[config.mk]
export PLATFORM = sky130hd
export DESIGN_NAME = debouncer_mc
export DESIGN_NICKNAME = d
export VERILOG_FILES = /design/src/rtl/debouncer_mc.sv
export SDC_FILE = /design/constraint.sdc
export NUM_CORES = 1
export LEC_CHECK = 0
export ABC_CLOCK_PERIOD_IN_PS = 2600
export CAP_MARGIN = 20
export CORE_ASPECT_RATIO = 0.75
export CORE_MARGIN = 2
export CORE_UTILIZATION = 55
export CTS_CLUSTER_SIZE = 24
export DETAILED_ROUTE_END_ITERATION = 10
export DONT_BUFFER_PORTS = 1
export GPL_TIMING_DRIVEN = 0
export PLACE_DENSITY = 0.7
export SLEW_MARGIN = 30
export SYNTH_ARGS = -nofsm -noshare
export SYNTH_HDL_FRONTEND = slang
export SYNTH_SLANG_ARGS = --single-unit
[constraint.sdc]
create_clock -name clk -period 2.6 [get_ports clk]
set_clock_uncertainty 0.15 [all_clocks]
set_input_delay 0.39 -clock clk [delete_from_list [all_inputs] [get_ports clk]]
set_output_delay 0.39 -clock clk [all_outputs]
set_load 0.02 [all_outputs]
[src/rtl/debouncer_mc.sv]
// Multi-channel pushbutton/switch debouncer: 2-flop sync, symmetric 2^N-sample filter, level + event pulses.
// Define DEBOUNCE_LONGPRESS_EN to add per-channel long-press detection on long_pulse.
module debouncer_mc #(
  parameter int unsigned     CH      = 4,
  parameter int unsigned     N       = 20,
  parameter logic [CH-1:0]   ACT_LOW = {CH{1'b1}},
  parameter int unsigned     LONG_W  = 26
) (
  input  logic          clk,
  input  logic          reset,
  input  logic [CH-1:0] noisy_in,
  output logic [CH-1:0] clean_out,
  output logic [CH-1:0] press_pulse,
  output logic [CH-1:0] release_pulse,
  output logic [CH-1:0] long_pulse,
  output logic          any_active
);

  localparam logic [N-1:0] CNT_MAX = '1;

  logic [CH-1:0]        sync1_q, sync1_d;
  logic [CH-1:0]        sync2_q, sync2_d;
  logic [CH-1:0]        st_q, st_d;
  logic [CH-1:0][N-1:0] cnt_q, cnt_d;
  logic [CH-1:0]        press_q, press_d;
  logic [CH-1:0]        release_q, release_d;
  logic                 any_q, any_d;

  always_comb begin
    sync1_d   = noisy_in ^ ACT_LOW;
    sync2_d   = sync1_q;
    st_d      = st_q;
    cnt_d     = '0;
    press_d   = '0;
    release_d = '0;
    for (int unsigned i = 0; i < CH; i++) begin
      // Any sample agreeing with the current level leaves cnt_d at zero, restarting the filter.
      if (sync2_q[i] != st_q[i]) begin
        if (cnt_q[i] == CNT_MAX) begin
          st_d[i]      = sync2_q[i];
          press_d[i]   = sync2_q[i];
          release_d[i] = ~sync2_q[i];
        end else begin
          cnt_d[i] = cnt_q[i] + 1'b1;
        end
      end
    end
    any_d = |st_d;
  end

  always_ff @(posedge clk) begin
    if (reset) begin
      sync1_q   <= '0;
      sync2_q   <= '0;
      st_q      <= '0;
      cnt_q     <= '0;
      press_q   <= '0;
      release_q <= '0;
      any_q     <= 1'b0;
    end else begin
      sync1_q   <= sync1_d;
      sync2_q   <= sync2_d;
      st_q      <= st_d;
      cnt_q     <= cnt_d;
      press_q   <= press_d;
      release_q <= release_d;
      any_q     <= any_d;
    end
  end

  assign clean_out     = st_q;
  assign press_pulse   = press_q;
  assign release_pulse = release_q;
  assign any_active    = any_q;

`ifdef DEBOUNCE_LONGPRESS_EN
  localparam logic [LONG_W-1:0] HOLD_MAX = '1;
  localparam logic [LONG_W-1:0] HOLD_PRE = HOLD_MAX - 1'b1;

  logic [CH-1:0][LONG_W-1:0] hold_q, hold_d;
  logic [CH-1:0]             long_q, long_d;

  always_comb begin
    hold_d = '0;
    long_d = '0;
    for (int unsigned i = 0; i < CH; i++) begin
      if (st_q[i]) begin
        hold_d[i] = (hold_q[i] == HOLD_MAX) ? hold_q[i] : hold_q[i] + 1'b1;
        // Saturation makes the pre-max value occur once per press, so the pulse cannot repeat.
        long_d[i] = (hold_q[i] == HOLD_PRE);
      end
    end
  end

  always_ff @(posedge clk) begin
    if (reset) begin
      hold_q <= '0;
      long_q <= '0;
    end else begin
      hold_q <= hold_d;
      long_q <= long_d;
    end
  end

  assign long_pulse = long_q;
`else
  assign long_pulse = '0;
`endif

endmodule

After elaboration in Yosys (flattened, before gate mapping)
Cells that the tools add are included.
{ "classes": {"addsub": 4, "multipliers": 0, "n_div": 0, "order_cmp": 0, "n_eq_ne": 8, "shift": 0, "mux": 8, "bitwise": 13, "n_reduce_logical": 9} }
{ "op_table": {"columns": ["op", "n"], "rows": [
  ["$add A20 B1 Y20 const B", 4],
  ["$eq A20 B20 Y1 const B", 4],
  ["$reduce_or A3 Y1", 8],
  ["$not A1 Y1", 12],
  ["$mux W1", 8],
  ["$ne A1 B1 Y1", 4],
  ["$not A4 Y4", 1],
  ["$reduce_or A4 Y1", 1]
]} }
{ "totals": {"register_bits": 101, "latch_bits": 0, "mem_bits_rw": 0, "mem_bits_ro": 0, "input_bits": 6, "output_inout_bits": 17, "n_memories": 0} }

Depth between registers and ports, before layout
{ "depth": {"depth_word": 4, "mapped_depth": 8, "depth_no_buf": 6} }

Worst setup path after synthesis
OpenSTA, ideal clock, no wires.
{ "synth_path": {"kind": "reg2reg", "from": "reg cnt_q[20] (netlist bit)", "to": "reg any_q, in the netlist any_active", "arrival_ns": 1.742, "setup_slack_ns": 0.570, "stages_incl_launch_ff": 8, "path_buffers": 1, "synth_period_minus_slack_ns": 2.030, "cell_sequence": "dfxtp_1 ha_1 and4_1 nand3_4 or3_1 buf_2 mux2i_1 a41oi_1"} }
{ "synth_between": {"elab_chain_cells": 4} }
{ "synth_rtl": {"columns": ["element", "line_no", "source"], "rows": [
  ["start, declared", "24", "logic [CH-1:0][N-1:0] cnt_q, cnt_d;"],
  ["start signal, assigned", "64", "cnt_q <= cnt_d;"],
  ["$eq A20 B20 Y1", "39", "if (cnt_q[i] == CNT_MAX) begin"],
  ["$mux W1", "39", null],
  ["$mux W1", "38", "if (sync2_q[i] != st_q[i]) begin"],
  ["$reduce_or A4 Y1", "48", "any_d = |st_d;"],
  ["end signal, assigned", "67", "any_q <= any_d;"],
  ["end, declared", "27", "logic any_q, any_d;"]
]} }
Every way passes these cells.
A chain may end at the register's enable or synchronous reset.

Worst setup path after layout
Same ends and word-level chain as after synthesis.

==> impl_results.html <==
<table>
<tr><th>Metric</th><th>Value</th></tr>
<tr><th colspan="2">Cells and area</th></tr>
<tr><td>Final standard cell count with taps included and fillers excluded</td><td>577</td></tr>
<tr><td>Layout cell share with drive strength beyond 1</td><td>7.143%</td></tr>
<tr><td>Layout area overhead</td><td>9.735%</td></tr>
<tr><td>Total Nets Final</td><td>481</td></tr>
<tr><td>Post-route standard cell area excluding fillers</td><td>4457 um2</td></tr>
<tr><td>Antenna cells</td><td>0</td></tr>
<tr><th colspan="2">Placed design</th></tr>
<tr><td>Number of port buffers</td><td>0</td></tr>
<tr><td>Dpl cells</td><td>557</td></tr>
<tr><td>Detailed-placement wirelength estimate</td><td>4.971 mm</td></tr>
<tr><td>GP Congestion</td><td>0.8115</td></tr>
<tr><td>Placement-stage cell area</td><td>4199 um2</td></tr>
<tr><th colspan="2">Die</th></tr>
<tr><td>Number of cell rows</td><td>27</td></tr>
<tr><td>Die footprint</td><td>8095 um2</td></tr>
<tr><td>Y dimension of the die</td><td>78.42 um</td></tr>
<tr><td>Initial core utilization</td><td>55.92%</td></tr>
<tr><td>Std-Cell Core Area</td><td>7263 um2</td></tr>
<tr><td>I/O pin total</td><td>23</td></tr>
<tr><td>Width of the die</td><td>103.2 um</td></tr>
<tr><th colspan="2">Logic synthesis</th></tr>
<tr><td>Leading cell types by total area after synthesis</td><td>sky130_fd_sc_hd__dfxtp_1, sky130_fd_sc_hd__nor2_1, sky130_fd_sc_hd__xnor2_1</td></tr>
<tr><td>Post-synthesis sequential element count</td><td>101</td></tr>
<tr><td>Primary FF master, synth</td><td>sky130_fd_sc_hd__dfxtp_1</td></tr>
<tr><td>Share of the yosys chip area belonging to registers</td><td>49.78%</td></tr>
<tr><td>Cell area after synthesis</td><td>4061 um2</td></tr>
<tr><td>Synth warn</td><td>0</td></tr>
<tr><td>Post-Syn Instances</td><td>453</td></tr>
<tr><td>Number of different library cells in the post-synthesis netlist</td><td>32</td></tr>
<tr><td>Area fraction of the dominant cell type after synthesis</td><td>49.78%</td></tr>
<tr><td>Count of flip-flops with a built-in enable after synthesis</td><td>0</td></tr>
<tr><td>Post-synthesis average cell area</td><td>8.966 um2</td></tr>
<tr><td>Async set-reset flop share out of synthesis</td><td>0%</td></tr>
<tr><td>Top cell type by total area after synthesis</td><td>sky130_fd_sc_hd__dfxtp_1</td></tr>
<tr><th colspan="2">Worst hold path</th></tr>
<tr><td>Class of the tightest hold or removal check</td><td>in2reg</td></tr>
<tr><th colspan="2">Pwr</th></tr>
<tr><td>Max rail drop VDD</td><td>304.8 uV</td></tr>
<tr><td>Power Density</td><td>587.6 nW/um2</td></tr>
<tr><td>LEAKAGE</td><td>1.449 nW</td></tr>
<tr><td>PnR Total Power</td><td>2.619 mW</td></tr>
<tr><th colspan="2">CTS</th></tr>
<tr><td>Clock latency reported for the late side of the worst-skew pair</td><td>0.36 ns</td></tr>
<tr><td>Buffers from clock root to sink, at most</td><td>2</td></tr>
<tr><td>Number of H-tree levels</td><td>3</td></tr>
<tr><td>Clock tree from TritonCTS</td><td>done</td></tr>
<tr><td>Clock-pin slew on the worst setup and hold paths</td><td>0.09 ns</td></tr>
<tr><td>TritonCTS Buffers</td><td>9</td></tr>
<tr><td>Clock root buffer master</td><td>sky130_fd_sc_hd__clkbuf_8</td></tr>
<tr><td># Post-CTS Setup Buffers</td><td>0</td></tr>
<tr><td>TritonCTS sink count</td><td>101</td></tr>
<tr><th colspan="2">GRT</th></tr>
<tr><td>Largest net degree at the start of global routing</td><td>17</td></tr>
<tr><td>First-pass GRT wire length</td><td>12.39 mm</td></tr>
<tr><td>Via count of the first global-routing pass</td><td>2,832</td></tr>
<tr><td>Initial antenna violation count</td><td>0</td></tr>
<tr><td>Global-route total usage across every layer</td><td>19.40%</td></tr>
<tr><td>Grt total ovfl</td><td>0</td></tr>
<tr><th colspan="2">STA</th></tr>
<tr><td>Max-slew violation count</td><td>0</td></tr>
<tr><td>Number of setup violations in the final report</td><td>0</td></tr>
<tr><td>RSZ-0062 raised after global routing</td><td>no</td></tr>
<tr><td>Period utilization</td><td>90.69%</td></tr>
<tr><td>Final critical-path required period</td><td>2.358 ns</td></tr>
<tr><td>Worst hold slack across all endpoints</td><td>0.09515 ns</td></tr>
<tr><td>Maximum clock frequency</td><td>424.1 MHz</td></tr>
<tr><td>Slew at the pin with the worst max-slew slack</td><td>0.6619 ns</td></tr>
<tr><td>Slew HR</td><td>55.46%</td></tr>
<tr><td>Sum Neg Setup Slack</td><td>0 ns</td></tr>
<tr><td>Number of failing hold endpoints at the final stage</td><td>0</td></tr>
<tr><th colspan="2">Setup path</th></tr>
<tr><td>Crit start category</td><td>register</td></tr>
<tr><td>Worst path top cell family by delay</td><td>simple AND/OR/NAND/NOR gates</td></tr>
<tr><td>CP Max Fanout</td><td>5</td></tr>
<tr><td>Critical path data arrival time</td><td>2.42 ns</td></tr>
<tr><td>List of cells traversed by the critical path</td><td>ha_1 -&gt; and4_1 -&gt; nand3_4 -&gt; or3_1 -&gt; buf_2 -&gt; mux2i_1 -&gt; a41oi_1</td></tr>
<tr><td>Critical-path top delay cell</td><td>sky130_fd_sc_hd__dfxtp_1</td></tr>
<tr><td>Data required time of the worst path</td><td>2.66 ns</td></tr>
<tr><td>Slowest stage delay, CP</td><td>0.41 ns</td></tr>
<tr><td>Buffer and inverter count on the worst path</td><td>1</td></tr>
<tr><td>Category of the most critical setup path</td><td>reg2reg</td></tr>
<tr><td>Type of destination of the critical path</td><td>register</td></tr>
<tr><th colspan="2">Routing</th></tr>
<tr><td>Routed length on met1</td><td>3.487 mm</td></tr>
<tr><td>DR top layer</td><td>met4</td></tr>
<tr><td>Post-route ant nets</td><td>0</td></tr>
<tr><td>Overall routed net length</td><td>6.981 mm</td></tr>
<tr><td>Number of DRC violations after detailed-routing iteration 0</td><td>72</td></tr>
<tr><td>WL met2</td><td>3.071 mm</td></tr>
<tr><td>Vias</td><td>2,939</td></tr>
<tr><td>Amount of wire on met3 after detailed routing</td><td>338 um</td></tr>
<tr><td>Initial DRT Pass Iterations</td><td>4</td></tr>
<tr><td>Vias per cell</td><td>5.094</td></tr>
<tr><td>Final routed wire length divided by cell count</td><td>12.10 um</td></tr>
<tr><td>Detailed-route DRC error count</td><td>0</td></tr>
<tr><th colspan="2">Status</th></tr>
<tr><td>Result of the run</td><td>finished clean</td></tr>
<tr><th colspan="2">Flow run</th></tr>
<tr><td>Number of max-cap violations</td><td>0</td></tr>
</table>
-- layout by cell type, fill, tap and decap left out, types with 2 or more instances in the layout --
| cell type | synthesis | final |
|---|---|---|
| sky130_fd_sc_hd__clkbuf_8 | 0 | 11 |
| sky130_fd_sc_hd__or3_1 | 4 | 4 |
| sky130_fd_sc_hd__and3_1 | 11 | 11 |
| sky130_fd_sc_hd__conb_1 | 1 | 4 |
| sky130_fd_sc_hd__nor4_1 | 7 | 7 |
| sky130_fd_sc_hd__clkinv_2 | 0 | 2 |
| sky130_fd_sc_hd__nand4_1 | 21 | 21 |
| sky130_fd_sc_hd__inv_1 | 6 | 6 |
| sky130_fd_sc_hd__and2_1 | 2 | 2 |
| sky130_fd_sc_hd__clkbuf_1 | 3 | 3 |
| sky130_fd_sc_hd__o21ai_0 | 2 | 2 |
| sky130_fd_sc_hd__and4_1 | 5 | 5 |
| sky130_fd_sc_hd__buf_2 | 5 | 5 |
| sky130_fd_sc_hd__buf_4 | 6 | 6 |
| sky130_fd_sc_hd__mux2i_1 | 4 | 4 |
| sky130_fd_sc_hd__or2_2 | 2 | 2 |
| sky130_fd_sc_hd__ha_1 | 4 | 4 |
| sky130_fd_sc_hd__nand3_1 | 26 | 26 |
| sky130_fd_sc_hd__nand2_1 | 30 | 29 |
| sky130_fd_sc_hd__a21oi_1 | 6 | 6 |
| sky130_fd_sc_hd__nand2b_1 | 8 | 8 |
| sky130_fd_sc_hd__xnor2_1 | 37 | 37 |
| sky130_fd_sc_hd__dlygate4sd3_1 | 0 | 4 |
| sky130_fd_sc_hd__dfxtp_1 | 101 | 101 |
| sky130_fd_sc_hd__nor3_1 | 12 | 12 |
| sky130_fd_sc_hd__nor2_1 | 106 | 106 |
| sky130_fd_sc_hd__xor2_1 | 33 | 33 |
| sky130_fd_sc_hd__nor2b_1 | 4 | 4 |
-- registers in the layout, summed over array words and instances (netlist names) --
signal	cells
cnt_q	80
clean_out	4
press_pulse	4
release_pulse	4
sync1_q	4
sync2_q	4
any_active	1
-- through the flow --
stage          setup slack (ns)  util [%]
6_report                 0.2421     61.36
5_1_grt                 0.08957     61.36
4_1_cts                  0.1055     61.24
3_5_place_dp             0.1552     57.81
3_3_place_gp             0.2141     57.81
2_1_floorplan            0.5697         -
-- layer usage --
| metal | up-vias | track usage [%] |
|---|---|---|
| li1 | 1532 | - |
| met1 | 1352 | 25.33 |
| met2 | 47 | 30.32 |
| met3 | 8 | 7.213 |
| met4 | 0 | 5.132 |
| met5 | - | 0 |
-- Yosys cell counts, types with 5 or more instances --
library cell and number:
sky130_fd_sc_hd__a21oi_1 6, sky130_fd_sc_hd__and3_1 11, sky130_fd_sc_hd__and4_1 5, sky130_fd_sc_hd__buf_2 5, sky130_fd_sc_hd__buf_4 6, sky130_fd_sc_hd__dfxtp_1 101
sky130_fd_sc_hd__inv_1 6, sky130_fd_sc_hd__nand2_1 30, sky130_fd_sc_hd__nand2b_1 8, sky130_fd_sc_hd__nand3_1 26, sky130_fd_sc_hd__nand4_1 21, sky130_fd_sc_hd__nor2_1 106
sky130_fd_sc_hd__nor3_1 12, sky130_fd_sc_hd__nor4_1 7, sky130_fd_sc_hd__xnor2_1 37, sky130_fd_sc_hd__xor2_1 33
-- area by class of cell --
type                            instances  area (um2)
Sequential cell                       101        2022
Inverter                                6       22.52
Multi-Input combinational cell        335        1956
Tap cell                              101       126.4
Fill cell                             619        2806
Clock buffer                           11       151.4
Buffer                                 14       81.33
Clock inverter                          5       57.56
Timing Repair Buffer                    4       40.04
-- logic make-up after synthesis --
kind of cell / count (synthesis) / share of synthesized area, %
AND/OR/NAND/NOR: 244 / 29.05
flip-flops: 101 / 49.78
XOR/XNOR: 70 / 15.10
buffers and inverters: 20 / 2.557
AO/OA/AOI/OAI: 9 / 1.202
adder cells (fa/ha/maj): 4 / 1.232
multiplexers: 4 / 0.9859
other: 1 / 0.09233
-- final timing paths --
kind | start | endpoint | slack [ns] | cells past startpoint
min reg2reg | sync1_q[3]$_SDFF_PP0_ | sync2_q[3]$_SDFF_PP0_ | 0.29 | 1
max reg2reg | cnt_q[20]$_SDFF_PP0_ | any_active$_SDFF_PP0_ | 0.24 | 7
max | cnt_q[20]$_SDFF_PP0_ | any_active$_SDFF_PP0_ | 0.24 | 7
min | reset | cnt_q[61]$_SDFF_PP0_ | 0.1 | 2
-- what timing repair did --
item	in CTS	in global routing
resized for setup	0	2
hold buffers	4	0
hold endpoints to repair	4	0
endpoints found under the setup margin	0	10
-- power by group --
| part | switching (mW) | internal (mW) | leakage [nW] | total [mW] |
|---|---|---|---|---|
| clock network | 0.521 | 0.500 | 0.110 | 1.02 |
| logic | 0.0251 | 0.0158 | 0.524 | 0.0409 |
| registers | 0.00396 | 1.55 | 0.815 | 1.56 |
| total | 0.550 | 2.07 | 1.45 | 2.62 |
(Power assumes the default switching activity.)
